$ cat src/rtl/vector_to_degrees.sv
// Iterative CORDIC (vectoring mode) converting a signed cos/sin pair to an angle in degrees.
// Optional VECTOR_TO_DEGREES_SIGNED_EN reports the angle as two's complement -179..180.
module vector_to_degrees #(
  parameter int ITER = 10,
  parameter int W    = 16
) (
  input  logic       clk,
  input  logic       rst_n,
  input  logic       in_valid,
  output logic       in_ready,
  input  logic [7:0] x_in,
  input  logic [7:0] y_in,
  output logic       out_valid,
  input  logic       out_ready,
  output logic [9:0] degrees,
  output logic       zero_vec,
  output logic       busy
);

  // Handshake: a transfer happens on a rising clk edge where valid and ready are both high;
  // in_ready is high only in IDLE and out_valid holds with its data until out_ready is seen in HOLD.

  typedef enum logic [2:0] {
    S_IDLE,
    S_PREROT,
    S_ITER,
    S_ROUND,
    S_HOLD
  } state_t;

  localparam logic [3:0]          LAST_I  = 4'(ITER - 1);
  localparam logic signed [W-1:0] Z_180   = 11520;
  localparam logic signed [W-1:0] HALF    = 32;
  localparam logic signed [W-1:0] DEG_360 = 360;
`ifdef VECTOR_TO_DEGREES_SIGNED_EN
  localparam logic signed [W-1:0] DEG_180 = 180;
`endif

  state_t state, state_nxt;

  logic signed [W-1:0] x, y, z;
  logic signed [W-1:0] x_ext, y_ext;
  logic signed [W-1:0] x_sh, y_sh;
  logic signed [W-1:0] z_rnd, d_raw, d_wrap, d_fin;
  logic [3:0]          iter_cnt;
  logic                zero_flag;

  // atan(2^-i) in 1/64 degree units
  function automatic logic signed [W-1:0] atan_tab(input logic [3:0] idx);
    logic signed [W-1:0] a;
    case (idx)
      4'd0:    a = 2880;
      4'd1:    a = 1700;
      4'd2:    a = 898;
      4'd3:    a = 456;
      4'd4:    a = 229;
      4'd5:    a = 115;
      4'd6:    a = 57;
      4'd7:    a = 29;
      4'd8:    a = 14;
      4'd9:    a = 7;
      4'd10:   a = 4;
      4'd11:   a = 2;
      default: a = 0;
    endcase
    return a;
  endfunction

  assign x_ext = {{(W-14){x_in[7]}}, x_in, 6'b0};
  assign y_ext = {{(W-14){y_in[7]}}, y_in, 6'b0};
  assign x_sh  = x >>> iter_cnt;
  assign y_sh  = y >>> iter_cnt;

  assign in_ready = (state == S_IDLE);
  assign busy     = (state == S_PREROT) || (state == S_ITER) || (state == S_ROUND);

  always_comb begin
    z_rnd  = z + HALF;
    d_raw  = z_rnd >>> 6;
    d_wrap = d_raw;
    if (d_raw < 0) begin
      d_wrap = d_raw + DEG_360;
    end else if (d_raw >= DEG_360) begin
      d_wrap = d_raw - DEG_360;
    end
    d_fin = d_wrap;
`ifdef VECTOR_TO_DEGREES_SIGNED_EN
    if (d_wrap > DEG_180) begin
      d_fin = d_wrap - DEG_360;
    end
`endif
  end

  always_ff @(posedge clk) begin
    if (!rst_n) begin
      state <= S_IDLE;
    end else begin
      state <= state_nxt;
    end
  end

  always_comb begin
    state_nxt = state;
    case (state)
      S_IDLE:   if (in_valid) state_nxt = S_PREROT;
      S_PREROT: state_nxt = S_ITER;
      S_ITER:   if (iter_cnt == LAST_I) state_nxt = S_ROUND;
      S_ROUND:  state_nxt = S_HOLD;
      S_HOLD:   if (out_ready) state_nxt = S_IDLE;
      default:  state_nxt = S_IDLE;
    endcase
  end

  always_ff @(posedge clk) begin
    if (!rst_n) begin
      x         <= '0;
      y         <= '0;
      z         <= '0;
      iter_cnt  <= '0;
      zero_flag <= 1'b0;
      out_valid <= 1'b0;
      degrees   <= '0;
      zero_vec  <= 1'b0;
    end else begin
      case (state)
        S_IDLE: begin
          if (in_valid) begin
            x <= x_ext;
            y <= y_ext;
          end
        end
        S_PREROT: begin
          zero_flag <= (x == 0) && (y == 0);
          iter_cnt  <= '0;
          // Left half-plane: rotate by 180 so the iterations only cover -90..90.
          if (x < 0) begin
            x <= -x;
            y <= -y;
            z <= Z_180;
          end else begin
            z <= '0;
          end
        end
        S_ITER: begin
          if (!y[W-1]) begin
            x <= x + y_sh;
            y <= y - x_sh;
            z <= z + atan_tab(iter_cnt);
          end else begin
            x <= x - y_sh;
            y <= y + x_sh;
            z <= z - atan_tab(iter_cnt);
          end
          iter_cnt <= iter_cnt + 4'd1;
        end
        S_ROUND: begin
          out_valid <= 1'b1;
          zero_vec  <= zero_flag;
          degrees   <= zero_flag ? 10'd0 : d_fin[9:0];
        end
        S_HOLD: begin
          if (out_ready) begin
            out_valid <= 1'b0;
            zero_vec  <= 1'b0;
          end
        end
        default: ;
      endcase
    end
  end

endmodule

$ cat config.mk
export PLATFORM = sky130hd
export DESIGN_NAME = vector_to_degrees
export DESIGN_NICKNAME = d
export VERILOG_FILES = /design/src/rtl/vector_to_degrees.sv
export SDC_FILE = /design/constraint.sdc
export NUM_CORES = 1
export LEC_CHECK = 0
export BUFFER_PORTS_ARGS = -buffer_cell sky130_fd_sc_hd__clkbuf_2
export CORE_UTILIZATION = 58
export CTS_CLUSTER_DIAMETER = 200
export DETAILED_ROUTE_END_ITERATION = 10
export PLACE_DENSITY = 0.83
export SLEW_MARGIN = 10
export SYNTH_ARGS = -nofsm -noshare
export SYNTH_HDL_FRONTEND = slang
export SYNTH_SLANG_ARGS = --single-unit
$ cat constraint.sdc
create_clock -name clk -period 4.68 [get_ports clk]
set_clock_uncertainty 0.15 [all_clocks]
set_input_delay 0.936 -clock clk [delete_from_list [all_inputs] [get_ports clk]]
set_output_delay 0.936 -clock clk [all_outputs]
set_load 0.1 [all_outputs]
==> flow_summary.toml, run 1 <==
[logic_synthesis]
synth_area_leaders = "dfxtp_1, ha_1, xnor2_1"
avgSynthCellArea_um2 = 7.73
muxShareOfSynthArea = 0.113
syn-instance-count = 1123
synth_ff_type = "dfxtp_1"
synth-simple-area-share = 0.201
syn_nets = 1210
synth.distinct_cells = 77
synth_top_family_by_area = "compound AO/OA/AOI/OAI gates"
yosysTopAreaCellShare = 0.184
synth_xor_area_frac = 0.0998
syn_area_um2 = 8680
synthAdderAreaFrac = 0.0991
async_reset_ff_frac = 0
synth_edf_count = 0
synth_commonest_cells = "nor2_1, a21oi_1, nand2_1"
yosysWarningCount = 0
synth.most_common_cell = "nor2_1"
synth_seq_area_share = 0.184
synth_compound_area_frac = 0.247
synth-seq-cells = 80
yosysTopAreaCell = "dfxtp_1"

[drt]
firstDrtPassIters = 5
vias = 8643
drt-total-wl_mm = 24.2
drt-wirelength-per-cell_um = 18.0
vias_per_cell = 6.41
final_antenna_net_count = 0
drtIter0Drc = 819
route.detailed.drc = 0

[setup_path]
worst_ep_arrival_time_ns = 4.58
worstSetupStartpointType = "flip-flop"
end_kind = "flip-flop"
cp_max_fo = 20
cp.required_ns = 4.76
path_class = "reg -> reg"

[floorplanning]
start_util = 0.595
ioPinCount = 34
die_w_um = 124
die_area_um2 = 15500
core-area_um2 = 14600
die_h_um = 124
rows = 44

[sta]
holdWs_ns = 0.308
period_needed_ns = 4.50
timing.final.crit_share = 0.961
clock.fmax_ghz = 0.222
fin_ws_ns = 0.184
timing_hold_violations_final = 0
slew_violations = 0
max-slew-margin-rel = 0.420
setup_violations = 0
tightestPinTransition_ns = 0.867

[power]
ir_worst_vdd_mv = 0.692
p_leak_nw = 3.87
power-per-cell-area_nw_per_um2 = 734

[cells_and_area]
final_util = 0.661
area_delta_synth_final_pct = 11.0
nNetsFinal = 1246
antenna_cells = 0
multi_input_area_um2 = 6680
regArea_um2 = 1610
layout-drive-gt1-share = 0.165
n_fill_cell = 1192

[grt]
grt_pass1_vias = 8039
overflow = 0
grt_max_degree = 37
grtUsageTotal = 0.310
antenna_found_initial = 0
grt_pass1_wl_mm = 39.6

[clock_network]
cts_tree = "done"
cts_buffers = 9
cts-htree-levels = 3
cts_hold_buf = 0
cts.sinks = 80
cts_max_path_buffers = 2
root_buffer = "clkbuf_16"
clk_pin_slew_ns = 0.07
clk_latency_ns = 0.36

[placement]
gp_congestion = 0.936
io_buffer_count = 33
dp_hpwl_mm = 18.0
dp_slack_ns = 0.0522

[min_path]
hold_path_class = "reg -> reg"

[run_status]
status = "finished, final reports clean"

[flow_run]
timing.max_cap.violations = 0
[logic make-up after synthesis]
family,after synthesis
xor+xnor,99
buf+inv,114
mux,60
fa+ha+maj,67
flops,80
simple gates,363
compound gates,340
[path summary, 6_finish.rpt]
check,startpoint,cells past startpoint,slack (ns),endpoint
setup / recovery,iter_cnt[0]$_SDFFE_PN0N_,19,0.18,x[15]$_SDFFE_PN0P_
hold / removal,degrees[4]$_SDFFE_PN0P_,2,0.31,degrees[4]$_SDFFE_PN0P_
setup reg to reg,iter_cnt[0]$_SDFFE_PN0N_,19,0.18,x[15]$_SDFFE_PN0P_
hold reg to reg,degrees[4]$_SDFFE_PN0P_,2,0.31,degrees[4]$_SDFFE_PN0P_
[layout make-up]
type	instances	area share
repair buffers	101	0.0727
flip-flops and latches	80	0.167
clock buffers	9	0.0234
clock inverters	7	0.00558
inverters	38	0.0148
well taps	184	0.0239
multi-input cells	929	0.693
[placed cells by master, fill, tap and decap left out, types with 7 or more instances in the layout]
master	netlist	routed
a221oi_1	15	15
nand2_1	95	95
o21a_1	9	9
mux4_2	21	22
nor3_1	31	30
a22oi_1	18	18
o31ai_1	10	9
nand2b_1	14	14
buf_4	2	66
a211o_1	7	7
inv_1	38	38
o22ai_1	14	14
nand3_1	23	23
a31oi_1	8	8
nor2_1	120	118
xor2_1	30	30
dfxtp_1	80	77
xnor2_1	69	68
o21ai_0	90	87
mux2i_1	19	18
a21oi_1	104	101
or3_1	10	10
nor2b_1	11	10
ha_1	64	63
clkbuf_16	0	9
and2_1	13	13
a21o_1	9	9
mux2_2	14	14
clkbuf_2	2	33
[what timing repair did]
action,4_1_cts,5_1_grt
gates cloned,0,0
setup buffers,0,8
gates resized for setup,1,23
pin swaps,0,4
setup endpoints to repair,1,8
endpoints found under the hold margin,0,0
[stage by stage]
step	setup TNS [ns]	cell area, um^2	std cells	power, mW
after floorplan	0	8680	1123	4.96
after global placement	0	9220	1324	5.95
after detailed placement	0	9220	1324	6.05
after CTS	0	9510	1340	6.79
after global routing	-0.0250	9640	1348	7.64
final	0	9640	1348	7.08
[where the power goes]
group / switching [mW] / internal (mW)
sequential: 0.276 / 0.820
combinational: 2.95 / 2.35
clock: 0.322 / 0.364
total: 3.54 / 3.53
[worst max-delay path, stage by stage (launching register included)]
cell,delay [ns]
dfxtp_4,0.41
buf_12,0.18
mux4_1,0.57
mux4_2,0.53
a2111oi_4,0.25
buf_4,0.19
nand4_4,0.09
buf_4,0.18
mux2i_1,0.16
o21ai_1,0.09
ha_1,0.35
o211ai_1,0.11
a21oi_1,0.16
o31ai_2,0.10
a31oi_1,0.24
a21o_1,0.15
a21oi_1,0.09
o21ai_1,0.17
xnor2_1,0.14
o21ai_1,0.07
[per-layer routing]
layer / wire (um) / vias up / global-route usage
met1: 10400 / 4051 / 0.419
li1: - / 4173 / -
met5: 0 / - / 0
met2: 11200 / 372 / 0.500
met3: 2020 / 47 / 0.0468
met4: 624 / 0 / 0.111
No activity file was read; power rests on OpenSTA's default activity.
==> inputs of run 2 (changes only) <==
- CORE_UTILIZATION: 58 -> 59
- CTS_BUF_LIST: unset -> sky130_fd_sc_hd__clkbuf_4 sky130_fd_sc_hd__clkbuf_8
- PLACE_DENSITY: 0.83 -> 0.85
==> flow_summary.toml, run 2 (synthesis gave the netlist of run 1 again) <==
[sta]
period_needed_ns = 4.50
clock.fmax_ghz = 0.222
setup_violations = 0
timing.final.crit_share = 0.961
tightestPinTransition_ns = 0.842
max-slew-margin-rel = 0.437
timing_hold_violations_final = 0
slew_violations = 0

[drt]
drt-total-wl_mm = 25.4
drtIter0Drc = 964
vias_per_cell = 6.55
final_antenna_net_count = 0
vias = 8835
drt-wirelength-per-cell_um = 18.8
route.detailed.drc = 0
firstDrtPassIters = 5

[grt]
grt_max_degree = 31
grtUsageTotal = 0.339
grt_pass1_vias = 8240
grt_pass1_wl_mm = 40.2
antenna_found_initial = 0
overflow = 0

[cells_and_area]
fin_area_um2 = 9650
nNetsFinal = 1251
layout-drive-gt1-share = 0.169
final_common_cell = "nor2_1"
fin_cells = 1349
layout_common_cells = "nor2_1, a21oi_1, nand2_1, o21ai_0, dfxtp_1"
antenna_cells = 0
area_delta_synth_final_pct = 11.1

[placement]
dp_cells = 1322
dp_hpwl_mm = 18.7
io_buffer_count = 33
placed_cell_area_um2 = 9220
gp_congestion = 0.959

[floorplanning]
die_w_um = 123
core-area_um2 = 14100
die_h_um = 123
rows = 43
start_util = 0.616
ioPinCount = 34
die_area_um2 = 15200

[clock_network]
cts_buffers = 9
clk_pin_slew_ns = 0.10
cts-htree-levels = 3
clk_latency_ns = 0.40
root_buffer = "clkbuf_8"
cts_tree = "done"
cts.sinks = 80
cts_max_path_buffers = 2
cts_hold_buf = 0

[setup_path]
critPathSlowestCell = "mux4_2"
cp.required_ns = 4.81
worst_ep_arrival_time_ns = 4.63
rr_startpoint = "iter_cnt[0]$_SDFFE_PN0N_"
critPathLaunch = "iter_cnt[0]$_SDFFE_PN0N_"
rrSetupSlack_ns = 0.18
critical_path.top_delay_family = "compound AO/OA/AOI/OAI gates"
critPathMaxStageDelay_ns = 0.52
end_kind = "flip-flop"
crit_path_end = "x[15]$_SDFFE_PN0P_"
cp_max_fo = 17
path_cells = "buf_12, mux4_2, mux4_2, a2111oi_4, buf_4, a31oi_1, xnor2_1, ha_1, a211o_1, o31ai_1, a31oi_1, a21o_1, a21oi_2, o21ai_1, xnor2_1, o21ai_1"
r2r_cells = 16
path_class = "reg -> reg"
r2r_end = "x[15]$_SDFFE_PN0P_"
cp_num_cells = 16
worstSetupStartpointType = "flip-flop"
worst-path-buf-inv = 2

[min_path]
hold_path_class = "reg -> reg"

[flow_run]
timing.max_cap.violations = 0

[power]
fin_total_pwr_mw = 7.12
ir_worst_vdd_mv = 0.583
power-per-cell-area_nw_per_um2 = 739
p_leak_nw = 3.90

[run_status]
status = "finished, final reports clean"
==> run 2: worst reg2reg max path: cells and delay by family (launching register included) <==
kind | cells | cell delay (ns)
compound gates | 9 | 1.79
mux | 2 | 1.05
flops | 1 | 0.39
xor+xnor | 2 | 0.37
buf+inv | 2 | 0.36
fa+ha+maj | 1 | 0.28
==> run 2: how the worst min path moves through the flow <==
| stage | start | to | slack, ns | depth (start not counted) |
|---|---|---|---|---|
| after CTS | degrees[4]$_SDFFE_PN0P_ | degrees[4]$_SDFFE_PN0P_ | 0.31 | 2 |
| after detailed placement | degrees[4]$_SDFFE_PN0P_ | degrees[4]$_SDFFE_PN0P_ | 0.30 | 2 |
| after floorplan | z[0]$_SDFFE_PN0N_ | z[0]$_SDFFE_PN0N_ | 0.30 | 2 |
| after global routing | out_valid$_SDFFE_PN0P_ | out_valid$_SDFFE_PN0P_ | 0.33 | 2 |
| final | out_valid$_SDFFE_PN0P_ | out_valid$_SDFFE_PN0P_ | 0.31 | 2 |
| after global placement | out_valid$_SDFFE_PN0P_ | out_valid$_SDFFE_PN0P_ | 0.29 | 2 |
==> run 2: cell type report <==
| class | count | area [um^2] |
|---|---|---|
| clock inverter | 6 | 115 |
| multi-input combinational | 929 | 6680 |
| inverter | 38 | 143 |
| sequential | 80 | 1610 |
| tap | 180 | 225 |
| clock buffer | 10 | 131 |
| timing repair buffer | 106 | 741 |
| fill | 1149 | 4450 |
==> run 2: power breakdown <==
part,internal [mW],leakage [nW],switching [mW],total (mW)
Sequential,0.819,0.654,0.245,1.06
Clock,0.366,0.126,0.309,0.675
Combinational,2.36,3.12,3.03,5.38
Total,3.54,3.90,3.58,7.12
==> run 2: stage by stage <==
step	setup WS (ns)	TNS (ns)	hold WS, ns	utilization
after floorplan	0.0801	0	0.304	-
after global placement	0.0461	0	0.293	0.654
after detailed placement	-0.0842	-0.137	0.296	0.654
after CTS	0.0102	0	0.309	0.672
after global routing	-0.0224	-0.0265	0.334	0.684
final	0.181	0	0.305	0.684
==> run 2: timing repair <==
item | in CTS | in global routing
setup buffers | 0 | 11
pin swaps | 0 | 13
endpoints found under the setup margin | 3 | 9
gates resized for setup | 3 | 27
==> run 2: layer usage <==
layer | part of all wire | global-route usage
met1 | 0.41 | 0.426
met2 | 0.46 | 0.561
met3 | 0.10 | 0.0849
met4 | 0.027 | 0.117
met5 | 0 | 0
==> inputs of run 3 (changes only) <==
--- a/config.mk
+++ b/config.mk
@@ -8,2 +8,3 @@
 export BUFFER_PORTS_ARGS = -buffer_cell sky130_fd_sc_hd__clkbuf_2
+export CORE_ASPECT_RATIO = 0.7
 export CORE_UTILIZATION = 59
--- a/constraint.sdc
+++ b/constraint.sdc
@@ -4,2 +4,2 @@
 set_output_delay 0.936 -clock clk [all_outputs]
-set_load 0.1 [all_outputs]
+set_load 0.05 [all_outputs]
==> flow_summary.toml, run 3 (synthesis gave the netlist of run 1 again) <==
[run_status]
status = "finished, final reports clean"

[sta]
clock.fmax_ghz = 0.217
period_needed_ns = 4.60
tightestPinTransition_ns = 1.01
max-slew-margin-rel = 0.323
slew_violations = 0
holdWs_ns = 0.311
timing_hold_violations_final = 0
setup_violations = 0
timing.final.crit_share = 0.983

[clock_network]
cts_max_path_buffers = 2
cts_tree = "done"
cts_buffers = 9
cts-htree-levels = 3
cts.sinks = 80
clk_pin_slew_ns = 0.11
clk_latency_ns = 0.39
root_buffer = "clkbuf_8"
cts_hold_buf = 0

[power]
switching_power_mw = 3.71
power-per-cell-area_nw_per_um2 = 748
swShare = 0.510
fin_total_pwr_mw = 7.28
ir_worst_vdd_mv = 0.678
power_frac_comb = 0.766
p_leak_nw = 3.93
clock_power_share = 0.088
p_int_mw = 3.57
pwr-share-seq = 0.145

[floorplanning]
die_w_um = 147
core-area_um2 = 14100
start_util = 0.614
die_area_um2 = 15200
rows = 36
die_h_um = 104
ioPinCount = 34

[min_path]
worstHoldEndpoint = "degrees[4]$_SDFFE_PN0P_"
hold_path_class = "reg -> reg"
holdPathStages = 2
min_from = "degrees[4]$_SDFFE_PN0P_"

[cells_and_area]
nNetsFinal = 1253
antenna_cells = 0
n_fill_cell = 1121
layout_common_cells = "nor2_1, a21oi_1, nand2_1, o21ai_0, dfxtp_1"
multi_input_area_um2 = 6710
regArea_um2 = 1610
area_delta_synth_final_pct = 12.1
layout-drive-gt1-share = 0.176
final_common_cell = "nor2_1"

[grt]
grt_max_degree = 35
overflow = 0
antenna_found_initial = 0
grt_pass1_wl_mm = 42.6
grt_pass1_vias = 8352
grtUsageTotal = 0.346

[setup_path]
cp_max_fo = 8
r2r_end = "x[15]$_SDFFE_PN0P_"
cp.required_ns = 4.79
r2r_cells = 19
end_kind = "flip-flop"
path_class = "reg -> reg"
rr_startpoint = "iter_cnt[0]$_SDFFE_PN0N_"
rrSetupSlack_ns = 0.08
worstSetupStartpointType = "flip-flop"
worst_ep_arrival_time_ns = 4.71

[drt]
drt-wirelength-per-cell_um = 19.5
route.detailed.drc = 0
final_antenna_net_count = 0
vias_per_cell = 6.64
firstDrtPassIters = 6
drt-total-wl_mm = 26.5
drtIter0Drc = 1077
vias = 9032

[placement]
io_buffer_count = 33
gp_congestion = 1.03
dp_hpwl_mm = 18.9

[flow_run]
timing.max_cap.violations = 0
run 3: cell count changes in the layout (fill, tap and decap cells not counted), sizes merged:
| cell | before | now |
|---|---|---|
| bufinv | 3 | 2 |
| inv | 40 | 42 |
| buf | 73 | 74 |
run 3: worst max path at each step:
stage	from	endpoint	slack, ns	depth (start not counted)
2_1_floorplan	iter_cnt[3]$_SDFFE_PN0N_	y[12]$_SDFFE_PN0P_	0.08	20
3_3_place_gp	iter_cnt[0]$_SDFFE_PN0N_	y[14]$_SDFFE_PN0P_	0.10	18
3_5_place_dp	iter_cnt[0]$_SDFFE_PN0N_	x[15]$_SDFFE_PN0P_	0.005	18
4_1_cts	iter_cnt[0]$_SDFFE_PN0N_	y[14]$_SDFFE_PN0P_	0.02	18
5_1_grt	iter_cnt[0]$_SDFFE_PN0N_	x[15]$_SDFFE_PN0P_	-0.06	19
6_report	iter_cnt[0]$_SDFFE_PN0N_	x[15]$_SDFFE_PN0P_	0.08	19
run 3: per-stage QoR:
step / cells / setup WS, ns / instance area [um^2] / setup TNS (ns) / utilization
3_3_place_gp: 1335 / 0.101 / 9290 / 0 / 0.657
3_5_place_dp: 1335 / 0.00545 / 9290 / 0 / 0.657
4_1_cts: 1351 / 0.0192 / 9530 / 0 / 0.674
5_1_grt: 1361 / -0.0645 / 9730 / -0.0979 / 0.688
6_report: 1361 / 0.0800 / 9730 / 0 / 0.688
2_1_floorplan: 1123 / 0.0801 / 8680 / 0 / -
run 3: critical path, cell delays in order, from the launching register on:
cell and delay (ns):
dfxtp_4 0.43, buf_12 0.15, buf_4 0.11, mux4_2 0.49, mux4_2 0.53, a2111oi_4 0.25
buf_4 0.20, nand4_4 0.12, o21ai_2 0.18, xnor2_1 0.15, o22ai_2 0.11, ha_1 0.30
or3_1 0.36, o21ai_0 0.09, a31oi_1 0.09, a21o_1 0.20, a21oi_2 0.20, o21ai_2 0.09
xnor2_1 0.20, o21ai_1 0.08
run 3: power by group through the flow:
stage          sequential, mW  clock [mW]  combinational, mW
6_report                 1.06       0.643               5.58
2_1_floorplan           0.963           0               3.95
3_5_place_dp             1.05           0               5.14
5_1_grt                  1.07       0.669               6.06
4_1_cts                  1.04       0.639               5.20
3_3_place_gp             1.05           0               5.00
run 3: what timing repair did:
action	CTS	global route
cloned	0	1
pin swaps	0	16
buffers inserted	0	9
endpoints found under the hold margin	0	0
resized for setup	3	32
setup endpoints to repair	3	8
run 3: cell type report:
| class | instances | area share |
|---|---|---|
| multi-input combinational | 929 | 0.689 |
| sequential | 80 | 0.165 |
| timing repair buffer | 108 | 0.0821 |
| tap | 190 | 0.0244 |
| inverter | 38 | 0.0147 |
| clock buffer | 9 | 0.0127 |
| clock inverter | 7 | 0.0112 |
run 3: per-layer routing:
metal	wire length, um	vias up	part of all wire	GRT usage
met4	610	0	0.023	0.108
met1	11500	4189	0.43	0.493
met3	3200	71	0.12	0.0833
met5	0	-	0	0
met2	11200	578	0.42	0.511
li1	-	4194	-	-
